### src/rtl/sc_shiftseq_ctrl_pkg.sv
// Shared definitions for the shift-register sequencer.
// Holds the bus/selection/count widths, the FSM state encoding and the
// shift-selection codes driven onto the shift register's select input.
package sc_shiftseq_ctrl_pkg;

    localparam int DATAWIDTH_BUS                  = 8;
    localparam int DATAWIDTH_REGSHIFTER_SELECTION = 2;
    localparam int DATAWIDTH_COUNT                = 3;

    typedef enum logic [1:0] {
        IDLE  = 2'd0,
        LOAD  = 2'd1,
        SHIFT = 2'd2,
        DONE  = 2'd3
    } state_t;

    localparam logic [DATAWIDTH_REGSHIFTER_SELECTION-1:0] SEL_HOLD  = 2'b00;
    localparam logic [DATAWIDTH_REGSHIFTER_SELECTION-1:0] SEL_LEFT  = 2'b01;
    localparam logic [DATAWIDTH_REGSHIFTER_SELECTION-1:0] SEL_RIGHT = 2'b10;

endpackage

### src/rtl/sc_shiftseq_downcounter.sv
// Shift-amount down-counter for the sequencer.
// Ports:
//   clk        - system clock
//   rst        - synchronous active-high reset, clears the count
//   load       - preload value_q with load_value (has priority over dec)
//   load_value - shift amount to preload
//   dec        - decrement by one (saturates at zero)
//   value      - current count
//   zero       - high when the count is zero
module sc_shiftseq_downcounter
    import sc_shiftseq_ctrl_pkg::*;
(
    input  logic                       clk,
    input  logic                       rst,
    input  logic                       load,
    input  logic [DATAWIDTH_COUNT-1:0] load_value,
    input  logic                       dec,
    output logic [DATAWIDTH_COUNT-1:0] value,
    output logic                       zero
);

    logic [DATAWIDTH_COUNT-1:0] value_q;
    logic [DATAWIDTH_COUNT-1:0] value_d;

    // Decrement saturates so a stray enable at zero cannot wrap to the maximum.
    always_comb begin
        value_d = value_q;
        if (load) begin
            value_d = load_value;
        end else if (dec && (value_q != '0)) begin
            value_d = value_q - DATAWIDTH_COUNT'(1);
        end
    end

    always_ff @(posedge clk) begin
        if (rst) begin
            value_q <= '0;
        end else begin
            value_q <= value_d;
        end
    end

    assign value = value_q;
    assign zero  = (value_q == '0);

endmodule

### src/rtl/sc_shiftseq_ctrl.sv
// Sequencer driving the control inputs of an 8-bit shift register.
// A command optionally loads an operand, then issues N single-bit logical
// shifts left or right, then pulses done. All outputs are registered and
// follow the state the FSM is entering, so they line up with the state.
// Ports:
//   SC_ShiftSeqCTRL_CLOCK_50               - system clock
//   SC_ShiftSeqCTRL_Reset_InHigh           - synchronous active-high reset
//   SC_ShiftSeqCTRL_Start_InHigh           - command strobe (IDLE only)
//   SC_ShiftSeqCTRL_LoadEnable_InHigh      - 1 = load operand before shifting
//   SC_ShiftSeqCTRL_Direction_InHigh       - 1 = right, 0 = left
//   SC_ShiftSeqCTRL_Count_In               - number of single-bit shifts
//   SC_ShiftSeqCTRL_DataBUS_In             - operand
//   SC_ShiftSeqCTRL_Load_OutLow            - shift register load (active low)
//   SC_ShiftSeqCTRL_ShiftSelection_OutLow  - 00 hold, 01 left, 10 right
//   SC_ShiftSeqCTRL_DataBUS_Out            - captured operand
//   SC_ShiftSeqCTRL_Busy_OutHigh           - command in progress
//   SC_ShiftSeqCTRL_Done_OutHigh           - one-cycle completion pulse
module sc_shiftseq_ctrl
    import sc_shiftseq_ctrl_pkg::*;
(
    input  logic                                      SC_ShiftSeqCTRL_CLOCK_50,
    input  logic                                      SC_ShiftSeqCTRL_Reset_InHigh,
    input  logic                                      SC_ShiftSeqCTRL_Start_InHigh,
    input  logic                                      SC_ShiftSeqCTRL_LoadEnable_InHigh,
    input  logic                                      SC_ShiftSeqCTRL_Direction_InHigh,
    input  logic [DATAWIDTH_COUNT-1:0]                SC_ShiftSeqCTRL_Count_In,
    input  logic [DATAWIDTH_BUS-1:0]                  SC_ShiftSeqCTRL_DataBUS_In,
    output logic                                      SC_ShiftSeqCTRL_Load_OutLow,
    output logic [DATAWIDTH_REGSHIFTER_SELECTION-1:0] SC_ShiftSeqCTRL_ShiftSelection_OutLow,
    output logic [DATAWIDTH_BUS-1:0]                  SC_ShiftSeqCTRL_DataBUS_Out,
    output logic                                      SC_ShiftSeqCTRL_Busy_OutHigh,
    output logic                                      SC_ShiftSeqCTRL_Done_OutHigh
);

    state_t state_q, state_d;

    logic                                      dir_q, dir_d;
    logic [DATAWIDTH_BUS-1:0]                  data_q, data_d;
    logic                                      load_n_q, load_n_d;
    logic [DATAWIDTH_REGSHIFTER_SELECTION-1:0] sel_q, sel_d;
    logic                                      busy_q, busy_d;
    logic                                      done_q, done_d;

    logic                       capture;
    logic [DATAWIDTH_COUNT-1:0] cnt_value;
    logic                       cnt_zero;

    assign capture = (state_q == IDLE) && SC_ShiftSeqCTRL_Start_InHigh;

    // The counter is preloaded on capture so LOAD can already see its zero flag.
    sc_shiftseq_downcounter u_downcounter (
        .clk        (SC_ShiftSeqCTRL_CLOCK_50),
        .rst        (SC_ShiftSeqCTRL_Reset_InHigh),
        .load       (capture),
        .load_value (SC_ShiftSeqCTRL_Count_In),
        .dec        (state_q == SHIFT),
        .value      (cnt_value),
        .zero       (cnt_zero)
    );

    // Next-state logic. The count of one in SHIFT means this is the last shift.
    always_comb begin
        state_d = state_q;
        case (state_q)
            IDLE: begin
                if (SC_ShiftSeqCTRL_Start_InHigh) begin
                    if (SC_ShiftSeqCTRL_LoadEnable_InHigh) begin
                        state_d = LOAD;
                    end else if (SC_ShiftSeqCTRL_Count_In != '0) begin
                        state_d = SHIFT;
                    end else begin
                        state_d = DONE;
                    end
                end
            end
            LOAD:    state_d = cnt_zero ? DONE : SHIFT;
            SHIFT:   state_d = (cnt_value == DATAWIDTH_COUNT'(1)) ? DONE : SHIFT;
            DONE:    state_d = IDLE;
            default: state_d = IDLE;
        endcase
    end

    always_ff @(posedge SC_ShiftSeqCTRL_CLOCK_50) begin
        if (SC_ShiftSeqCTRL_Reset_InHigh) begin
            state_q <= IDLE;
        end else begin
            state_q <= state_d;
        end
    end

    // Outputs are decoded from the state being entered so the registered
    // values are valid for the whole cycle spent in that state. Direction
    // is taken from the input on the capture cycle because a no-load
    // command goes straight into SHIFT.
    always_comb begin
        data_d   = capture ? SC_ShiftSeqCTRL_DataBUS_In : data_q;
        dir_d    = capture ? SC_ShiftSeqCTRL_Direction_InHigh : dir_q;
        load_n_d = (state_d != LOAD);
        sel_d    = SEL_HOLD;
        if (state_d == SHIFT) begin
            sel_d = dir_d ? SEL_RIGHT : SEL_LEFT;
        end
        busy_d   = (state_d != IDLE);
        done_d   = (state_d == DONE);
    end

    always_ff @(posedge SC_ShiftSeqCTRL_CLOCK_50) begin
        if (SC_ShiftSeqCTRL_Reset_InHigh) begin
            data_q   <= '0;
            dir_q    <= 1'b0;
            load_n_q <= 1'b1;
            sel_q    <= SEL_HOLD;
            busy_q   <= 1'b0;
            done_q   <= 1'b0;
        end else begin
            data_q   <= data_d;
            dir_q    <= dir_d;
            load_n_q <= load_n_d;
            sel_q    <= sel_d;
            busy_q   <= busy_d;
            done_q   <= done_d;
        end
    end

    assign SC_ShiftSeqCTRL_Load_OutLow           = load_n_q;
    assign SC_ShiftSeqCTRL_ShiftSelection_OutLow = sel_q;
    assign SC_ShiftSeqCTRL_DataBUS_Out           = data_q;
    assign SC_ShiftSeqCTRL_Busy_OutHigh          = busy_q;
    assign SC_ShiftSeqCTRL_Done_OutHigh          = done_q;

endmodule

### config.mk
export PLATFORM = sky130hd
export DESIGN_NAME = sc_shiftseq_ctrl
export DESIGN_NICKNAME = d
export VERILOG_FILES = /design/src/rtl/sc_shiftseq_ctrl_pkg.sv /design/src/rtl/sc_shiftseq_downcounter.sv /design/src/rtl/sc_shiftseq_ctrl.sv
export SDC_FILE = /design/constraint.sdc
export NUM_CORES = 1
export LEC_CHECK = 0
export ABC_AREA = 1
export CORE_MARGIN = 10
export CORE_UTILIZATION = 47
export CTS_CLUSTER_DIAMETER = 200
export DETAILED_ROUTE_END_ITERATION = 8
export GPL_TIMING_DRIVEN = 0
export PLACE_DENSITY = 0.79
export SLEW_MARGIN = 0
export SYNTH_ARGS = -nofsm -noshare
export SYNTH_HDL_FRONTEND = slang
export SYNTH_SLANG_ARGS = --single-unit
### constraint.sdc
create_clock -name SC_ShiftSeqCTRL_CLOCK_50 -period 2.4 [get_ports SC_ShiftSeqCTRL_CLOCK_50]
set_input_delay 0.48 -clock SC_ShiftSeqCTRL_CLOCK_50 [delete_from_list [all_inputs] [get_ports SC_ShiftSeqCTRL_CLOCK_50]]
set_output_delay 0.48 -clock SC_ShiftSeqCTRL_CLOCK_50 [all_outputs]
set_load 0.02 [all_outputs]
Word level (Yosys, flattened, before mapping). Cells that the tools add are included.

Add/sub/neg operators: 1. Multipliers: 0. Divide/modulo/power cells: 0. Magnitude comparators: 0. Eq/ne operators: 7. Shift-type cells: 0. Mux-type cells: 10. Bitwise operators: 1. Reductions and logical operators: 9.

Operators with widths (number): $eq A2 B2 Y1 const B (4); $pmux W2 S4 (1); $mux W2 (3); $mux W3 (2); $reduce_bool A3 Y1 (2); $mux W1 (4); $reduce_bool A2 Y1 (2); $eq A3 B1 Y1 const B (1); $logic_not A3 Y1 (1); $sub A3 B1 Y3 const B (1); $eq A2 B1 Y1 const B (1); $logic_and A1 B1 Y1 (2); $logic_not A2 Y1 (1); $ne A2 B1 Y1 const B (1); $reduce_or A2 Y1 (1); $not A1 Y1 (1).

Bits in registers: 19. Latch bits: 0. RAM bits: 0. Bits in read-only memories: 0. Bits of input ports: 16. Output and inout port bits: 13. Memories kept: 0.

Logic depth before layout (Yosys ltp). Gate-level depths: netlist of run 1.

Depth in word-level cells: 8. Depth in mapped cells: 9. Depth with buffers taken out: 9.

By module. A second synthesis of run 1 with hierarchy kept.

Cells, all modules: 122. Area, all modules: 892.1 µm².

Modules (own cells, without submodules): sc_shiftseq_ctrl (times used 1, cells each 88, area each 690.7 µm², seq. area each 320.3 µm²); sc_shiftseq_downcounter (times used 1, cells each 34, area each 201.4 µm², seq. area each 60.1 µm²).

Worst setup path after synthesis of run 1. OpenSTA, ideal clock, no wires.

Path type: reg-to-reg. Start: register state_q[0]. End: register sel_q[1], in the netlist SC_ShiftSeqCTRL_ShiftSelection_OutLow[1]. Library setup time: 0.121 ns. Arrival: 1.135 ns. Data required time: 2.279 ns. Path slack: 1.144 ns. Cell stages (with the launch flop): 6. Clock period less this slack: 1.256 ns. Cell sequence: dfxtp_1 inv_1 ha_1 or2_2 nand3_1 nor3_1.

Cells in the longest elaborated chain, start to end: 5. Elaborated cells on any way between the ends: 12. Those cells by class: eq/ne (4); mux (4); bitwise (1); reduce/logical (3).

Ends and longest elaborated chain: start: declaration (RTL line sc_shiftseq_ctrl.sv:35) `state_t state_q, state_d;`; start signal: assignment (RTL line sc_shiftseq_ctrl.sv:87) `state_q <= state_d;`; $eq A2 B2 Y1, or another cell as far along (RTL line sc_shiftseq_ctrl.sv:64) `case (state_q)`; $pmux W2 S4 (RTL line sc_shiftseq_ctrl.sv:64); $eq A2 B2 Y1 (RTL line sc_shiftseq_ctrl.sv:100) `if (state_d == SHIFT) begin`; $not A1 Y1 (no line); $reduce_or A2 Y1 (no line); end signal: assignment (RTL line sc_shiftseq_ctrl.sv:119) `sel_q <= sel_d;`; end: declaration (RTL line sc_shiftseq_ctrl.sv:40) `logic [DATAWIDTH_REGSHIFTER_SELECTION-1:0] sel_q, sel_d;`.

Several ways; a longest one is shown, not always the timed one. A chain may end at the register's enable or synchronous reset.

Final worst setup path of run 1.
Start: register data_q[4], in the netlist SC_ShiftSeqCTRL_DataBUS_Out[4]. End: output port SC_ShiftSeqCTRL_DataBUS_Out[4].

RTL lines: start: declaration (RTL line sc_shiftseq_ctrl.sv:38) `logic [DATAWIDTH_BUS-1:0] data_q, data_d;`; start signal: assignment (RTL line sc_shiftseq_ctrl.sv:116) `data_q <= data_d;`; end: declaration (RTL line sc_shiftseq_ctrl.sv:30) `output logic [DATAWIDTH_BUS-1:0] SC_ShiftSeqCTRL_DataBUS_Out,`.

No word-level cell between the ends.

==> reports/qor.csv, run 1 <==
metric,value,unit
"delay-heaviest family, CP",buffers and inverters,
RR Startpoint,state_q[0]$_SDFF_PP0_,
crit path launch,SC_ShiftSeqCTRL_DataBUS_Out[4]$_SDFFE_PP0P_,
chip width,63.0,microns
post-synthesis sequential area ratio,0.437,
Synth Area per Inst,7.70,sq um
R2R setup slack,1.02,ns
FMAX,0.582,GHz
Hold Path Class,flop to flop,
Psw,341,uW
synth top area cells,"dfxtp_1 44%, ha_1 10%, nor2_1 9.1%, nand2_1 7.3%, inv_1 6.0%",
"leading cell types in the layout, fill and taps excluded","28 x clkdlybuf4s50_1, 21 x nor2_1, 19 x dfxtp_1",
Max Clock Skew,0.00573,ns
Comb power frac,0.418,
Max Buffers Root-to-Sink,2,
status,finished clean,
initial cell density of the core,0.498,
CP Capture Type,output port,
routed len/inst,12.1,microns
Mapped Cells,113,
vias in the first global route,793,
Layout fillers,166,
Crit path largest cell delay,0.61,ns
H-Tree Depth,1,
Synth area leader,dfxtp_1,
Final Core Density,0.692,
Fin Setup TNS,0,ns
PostCTS Resize Cnt,0,
share of cells above drive strength 1,0.117,
first-pass GRT wire length,3600,microns
hold_buf cts,0,
fin nets,169,
worst r2r path cells,5,
Synth top area share,0.437,
count of pins over their slew limit,0,
Final Power,957,uW
Hold EP,SC_ShiftSeqCTRL_DataBUS_Out[7]$_SDFFE_PP0P_,
die area,3970,sq um
total number of yosys warnings,0,
number of hold violations in the final report,0,
worst slew pin tran,0.233,ns
clock sink count,19,
distinct cell type count after synthesis,20,
IO Count,29,
crit path DAT,1.24,ns
CTS Root Cell,clkbuf_4,
crit path time final,1.72,ns
Buf/Inv on CP,1,
DP HPWL,1680,microns
worst path required time,1.92,ns
via count,762,
"Net Count, Synth",136,
# diodes,0,
Pre-antenna DRT Iters,4,
Layout area overhead,38.8,%
Post-DRT Antenna Nets,0,
Clock Latency Late Sink,0.28,ns
"CTS clk-pin slew, worst paths",0.10,ns
WS Path Type,flop to output port,
# setup viols final,0,
Global Route Usage Sum,0.110,
drt drc,0,
core area,1750,sq um
number of cells on the critical path,1,
internal power,616,uW
Worst Hold Path Cells,2,
Worst Path Max Fanout,2,
total wire length,2060,microns
synthesized flop and latch total,19,
switching part of the total power,0.356,
leakage power,0.000564,uW
Worst setup SP type,flop,
"slowest stage cell, crit path",clkdlybuf4s50_1,
Final period util,0.715,
number of cell rows,15,
postcts setup bufs,0,
Netlist Area Pre-Place,870,sq um
CTS tree,done,
total congestion overflow,0,
Sequential Power Share,0.420,
CTS buffer count,3,
IO Port Bufs,28,
Slew headroom,0.844,
"most common cell after layout, fill and taps aside",clkdlybuf4s50_1,
reg2reg end,SC_ShiftSeqCTRL_Busy_OutHigh$_SDFF_PP0_,
crit-path cells,clkdlybuf4s50_1,
hold_sp,SC_ShiftSeqCTRL_DataBUS_Out[7]$_SDFFE_PP0P_,
clock power share,0.162,
Final Wtd Congestion,0.830,
PD cells,793,nW/um^2
Max Cap Viol,0,
RSZ-0062 raised after global routing,false,
largest net degree at the start of global routing,11,
via-per-instance ratio,4.48,
Worst VDD drop,0.000502,V
antenna violations before repair,0,
Die Ht,63.0,microns
drt initial violations,22,
[cell usage after synthesis, drive strengths merged]
| master | number |
|---|---|
| xor2 | 1 |
| nand2 | 20 |
| a21oi | 4 |
| nor2 | 22 |
| nor3 | 2 |
| nand3 | 6 |
| ha | 7 |
| dfxtp | 19 |
| o21ai | 11 |
| or2 | 1 |
| clkbuf | 1 |
| buf | 2 |
| inv | 17 |
[power by group through the flow]
stage               combinational (uW)  sequential (uW)  clock [uW]
floorplan                          202              457           0
global placement                   386              408           0
detailed placement                 403              411           0
CTS                                405              403         160
global route                       449              412         178
finish                             400              402         155
[per-layer routing]
layer  routed length [microns]  GRT usage  share of wire  vias to the layer above
met1                       871      0.117           0.42                      338
met2                      1050      0.194           0.51                       14
met4                        13     0.0335         0.0063                        0
met3                       117     0.0394          0.057                        2
li1                          -          -              -                      408
met5                         0          0              0                        -
[stage by stage]
step	hold WS [ns]	instance area (sq um)	worst slack, ns	instances
2_1_floorplan	0.452	870	1.14	113
3_3_place_gp	0.465	1180	0.727	166
3_5_place_dp	0.475	1180	0.705	166
4_1_cts	0.494	1210	0.663	170
5_1_grt	0.516	1210	0.614	170
6_report	0.494	1210	0.683	170
[area by class of cell]
class,instances,area [sq um],share of cell area
Inverter,17,63.8,0.0528
Buffer,3,23.8,0.0197
Timing Repair Buffer,28,280,0.232
Tap cell,25,31.3,0.0259
Multi-Input combinational cell,74,402,0.333
Sequential cell,19,380,0.315
Clock buffer,4,26.3,0.0218
[how the worst max path moves through the flow]
stage / endpoint
3_5_place_dp: u_downcounter.value[0]$_SDFFE_PP0P_
4_1_cts: SC_ShiftSeqCTRL_DataBUS_Out[4]
3_3_place_gp: u_downcounter.value[1]$_SDFFE_PP0P_
2_1_floorplan: SC_ShiftSeqCTRL_ShiftSelection_OutLow[1]$_SDFF_PP0_
6_report: SC_ShiftSeqCTRL_DataBUS_Out[4]
5_1_grt: SC_ShiftSeqCTRL_DataBUS_Out[6]
[flip-flops by register name (all words and copies together) (netlist names)]
| signal | cells |
|---|---|
| SC_ShiftSeqCTRL_Done_OutHigh | 1 |
| SC_ShiftSeqCTRL_DataBUS_Out | 8 |
| SC_ShiftSeqCTRL_Load_OutLow | 1 |
| dir_q | 1 |
| SC_ShiftSeqCTRL_ShiftSelection_OutLow | 2 |
| SC_ShiftSeqCTRL_Busy_OutHigh | 1 |
| state_q | 2 |
| u_downcounter.value | 3 |
[cell families (layout without fill, tap and decap cells)]
kind of cell / Yosys count / after routing / share of synthesized area
AO/OA/AOI/OAI: 15 / 15 / 0.0993
adder cells (fa/ha/maj): 7 / 7 / 0.101
buffers and inverters: 20 / 52 / 0.101
AND/OR/NAND/NOR: 51 / 51 / 0.252
flip-flops: 19 / 19 / 0.437
XOR/XNOR: 1 / 1 / 0.0101
[worst min-delay path, stage by stage (launching register included)]
cell	delay, ns
dfxtp_1	0.32
nor2_1	0.09
nor2_1	0.05
(Power assumes the default switching activity.)
==> run 2: changes to the inputs <==
--- a/config.mk
+++ b/config.mk
@@ -7,11 +7,11 @@
 export LEC_CHECK = 0
 export ABC_AREA = 1
 export CORE_MARGIN = 10
-export CORE_UTILIZATION = 47
+export CORE_UTILIZATION = 39
 export CTS_CLUSTER_DIAMETER = 200
 export DETAILED_ROUTE_END_ITERATION = 8
 export GPL_TIMING_DRIVEN = 0
-export PLACE_DENSITY = 0.79
+export PLACE_DENSITY = 0.7
 export SLEW_MARGIN = 0
 export SYNTH_ARGS = -nofsm -noshare
 export SYNTH_HDL_FRONTEND = slang
==> constraint.sdc (replaced) <==
create_clock -name SC_ShiftSeqCTRL_CLOCK_50 -period 1.4 [get_ports SC_ShiftSeqCTRL_CLOCK_50]
set_input_delay 0.28 -clock SC_ShiftSeqCTRL_CLOCK_50 [delete_from_list [all_inputs] [get_ports SC_ShiftSeqCTRL_CLOCK_50]]
set_output_delay 0.28 -clock SC_ShiftSeqCTRL_CLOCK_50 [all_outputs]
set_load 0.02 [all_outputs]
==> reports/qor.csv, run 2 (synthesis results as in run 1) <==
metric,value,unit
post-route design area,1210,sq um
Max Buffers Root-to-Sink,2,
Crit path largest cell delay,0.35,ns
Final Wtd Congestion,0.802,
WL met3,242,microns
worst path required time,1.61,ns
Layout area overhead,39.6,%
core area,2170,sq um
"most common cell after layout, fill and taps aside",nor2_1,
routed len/inst,12.5,microns
Layout fillers,213,
total area of sequential cells,383,sq um
clock sink count,19,
number of hold violations in the final report,0,
area occupied by multi-input gates,413,sq um
Top Metal Used,met4,
worst slew pin tran,0.223,ns
leakage power,0.000614,uW
DP HPWL,1690,microns
"delay-heaviest family, CP",simple AND/OR/NAND/NOR gates,
CTS tree,done,
Slew headroom,0.852,
initial cell density of the core,0.401,
Worst Path Max Fanout,4,
chip width,67.2,microns
max reg flops,8,
Global Route Usage Sum,0.0984,
share of cells above drive strength 1,0.152,
# diodes,0,
post-route worst setup slack,0.0583,ns
FMAX,0.745,GHz
Max Clock Skew,0.00388,ns
"slowest stage cell, crit path",dfxtp_2,
RSZ-0062 raised after global routing,true,
H-Tree Depth,1,
via-per-instance ratio,4.64,
largest net degree at the start of global routing,12,
Fin Setup TNS,0,ns
die area,4520,sq um
Clock Latency Late Sink,0.31,ns
status,finished clean,
Worst Hold Path Cells,2,
total wire length,2160,microns
"CTS clk-pin slew, worst paths",0.11,ns
M1 WL,909,microns
drt drc,0,
crit-path cells,"inv_1, ha_1, or2_2, nand3_1, nor3_1",
CP Capture Type,flop,
vias in the first global route,792,
WHS,0.490,ns
Pre-antenna DRT Iters,4,
drt initial violations,24,
pre-CTS worst setup slack,-0.117,ns
number of cell rows,17,
via count,803,
WL met2,982,microns
number of cells on the critical path,5,
total congestion overflow,0,
IO Port Bufs,28,
Die Ht,67.2,microns
CTS Root Cell,clkbuf_4,
crit path time final,1.34,ns
Post-DRT Antenna Nets,0,
dpl cell area,1180,sq um
PD cells,1350,nW/um^2
Buf/Inv on CP,1,
WS Path Type,flop to flop,
worst r2r path cells,5,
first-pass GRT wire length,3460,microns
"leading cell types in the layout, fill and taps excluded","21 x nor2_1, 17 x dfxtp_1, 17 x nand2_1",
# setup viols final,0,
crit path DAT,1.55,ns
Final Power,1640,uW
Worst VDD drop,0.000883,V
count of pins over their slew limit,0,
IO Count,29,
antenna violations before repair,0,
Max Cap Viol,0,
Hold Path Class,flop to flop,
CTS buffer count,3,
Worst setup SP type,flop,
Final period util,0.958,
fin nets,169,
## run 2: per-stage QoR
step	instances	util
finish	173	0.559
global route	173	0.559
CTS	173	0.551
detailed placement	169	0.546
global placement	169	0.546
floorplan	113	-
## run 2: worst register-to-register path: stages, from the launching register on
cell	delay, ns
dfxtp_2	0.35
inv_1	0.07
ha_1	0.26
or2_2	0.31
nand3_1	0.17
nor3_1	0.07
## run 2: cell type report
cell class              instances  area share
clock buffers                   3      0.0186
well taps                      28      0.0289
plain buffers                   3      0.0227
clock inverters                 1     0.00412
inverters                      17      0.0526
repair buffers                 28       0.218
flip-flops and latches         19       0.315
multi-input cells              74       0.340
## run 2: what timing repair did
item                                    4_1_cts  5_1_grt
resized for setup                            13        6
endpoints found under the setup margin       13        7
buffers inserted                              0        0
hold buffers                                  0        0
## run 2: worst paths after layout
| kind | from | to | slack (ns) |
|---|---|---|---|
| max | state_q[1]$_SDFF_PP0_ | SC_ShiftSeqCTRL_ShiftSelection_OutLow[1]$_SDFF_PP0_ | 0.06 |
| min | SC_ShiftSeqCTRL_DataBUS_Out[0]$_SDFFE_PP0P_ | SC_ShiftSeqCTRL_DataBUS_Out[0]$_SDFFE_PP0P_ | 0.49 |
| max reg2reg | state_q[1]$_SDFF_PP0_ | SC_ShiftSeqCTRL_ShiftSelection_OutLow[1]$_SDFF_PP0_ | 0.06 |
| min reg2reg | SC_ShiftSeqCTRL_DataBUS_Out[0]$_SDFFE_PP0P_ | SC_ShiftSeqCTRL_DataBUS_Out[0]$_SDFFE_PP0P_ | 0.49 |
## run 2: power breakdown
part,internal [uW],switching (uW),total [uW]
Clock,107,182,289
Combinational,263,389,653
Sequential,645,48.6,694
Total,1020,620,1640
## run 2: per-layer routing
| metal | track usage | up-vias |
|---|---|---|
| li1 | - | 412 |
| met3 | 0.0529 | 4 |
| met2 | 0.164 | 27 |
| met1 | 0.103 | 360 |
| met4 | 0.0385 | 0 |
| met5 | 0 | - |
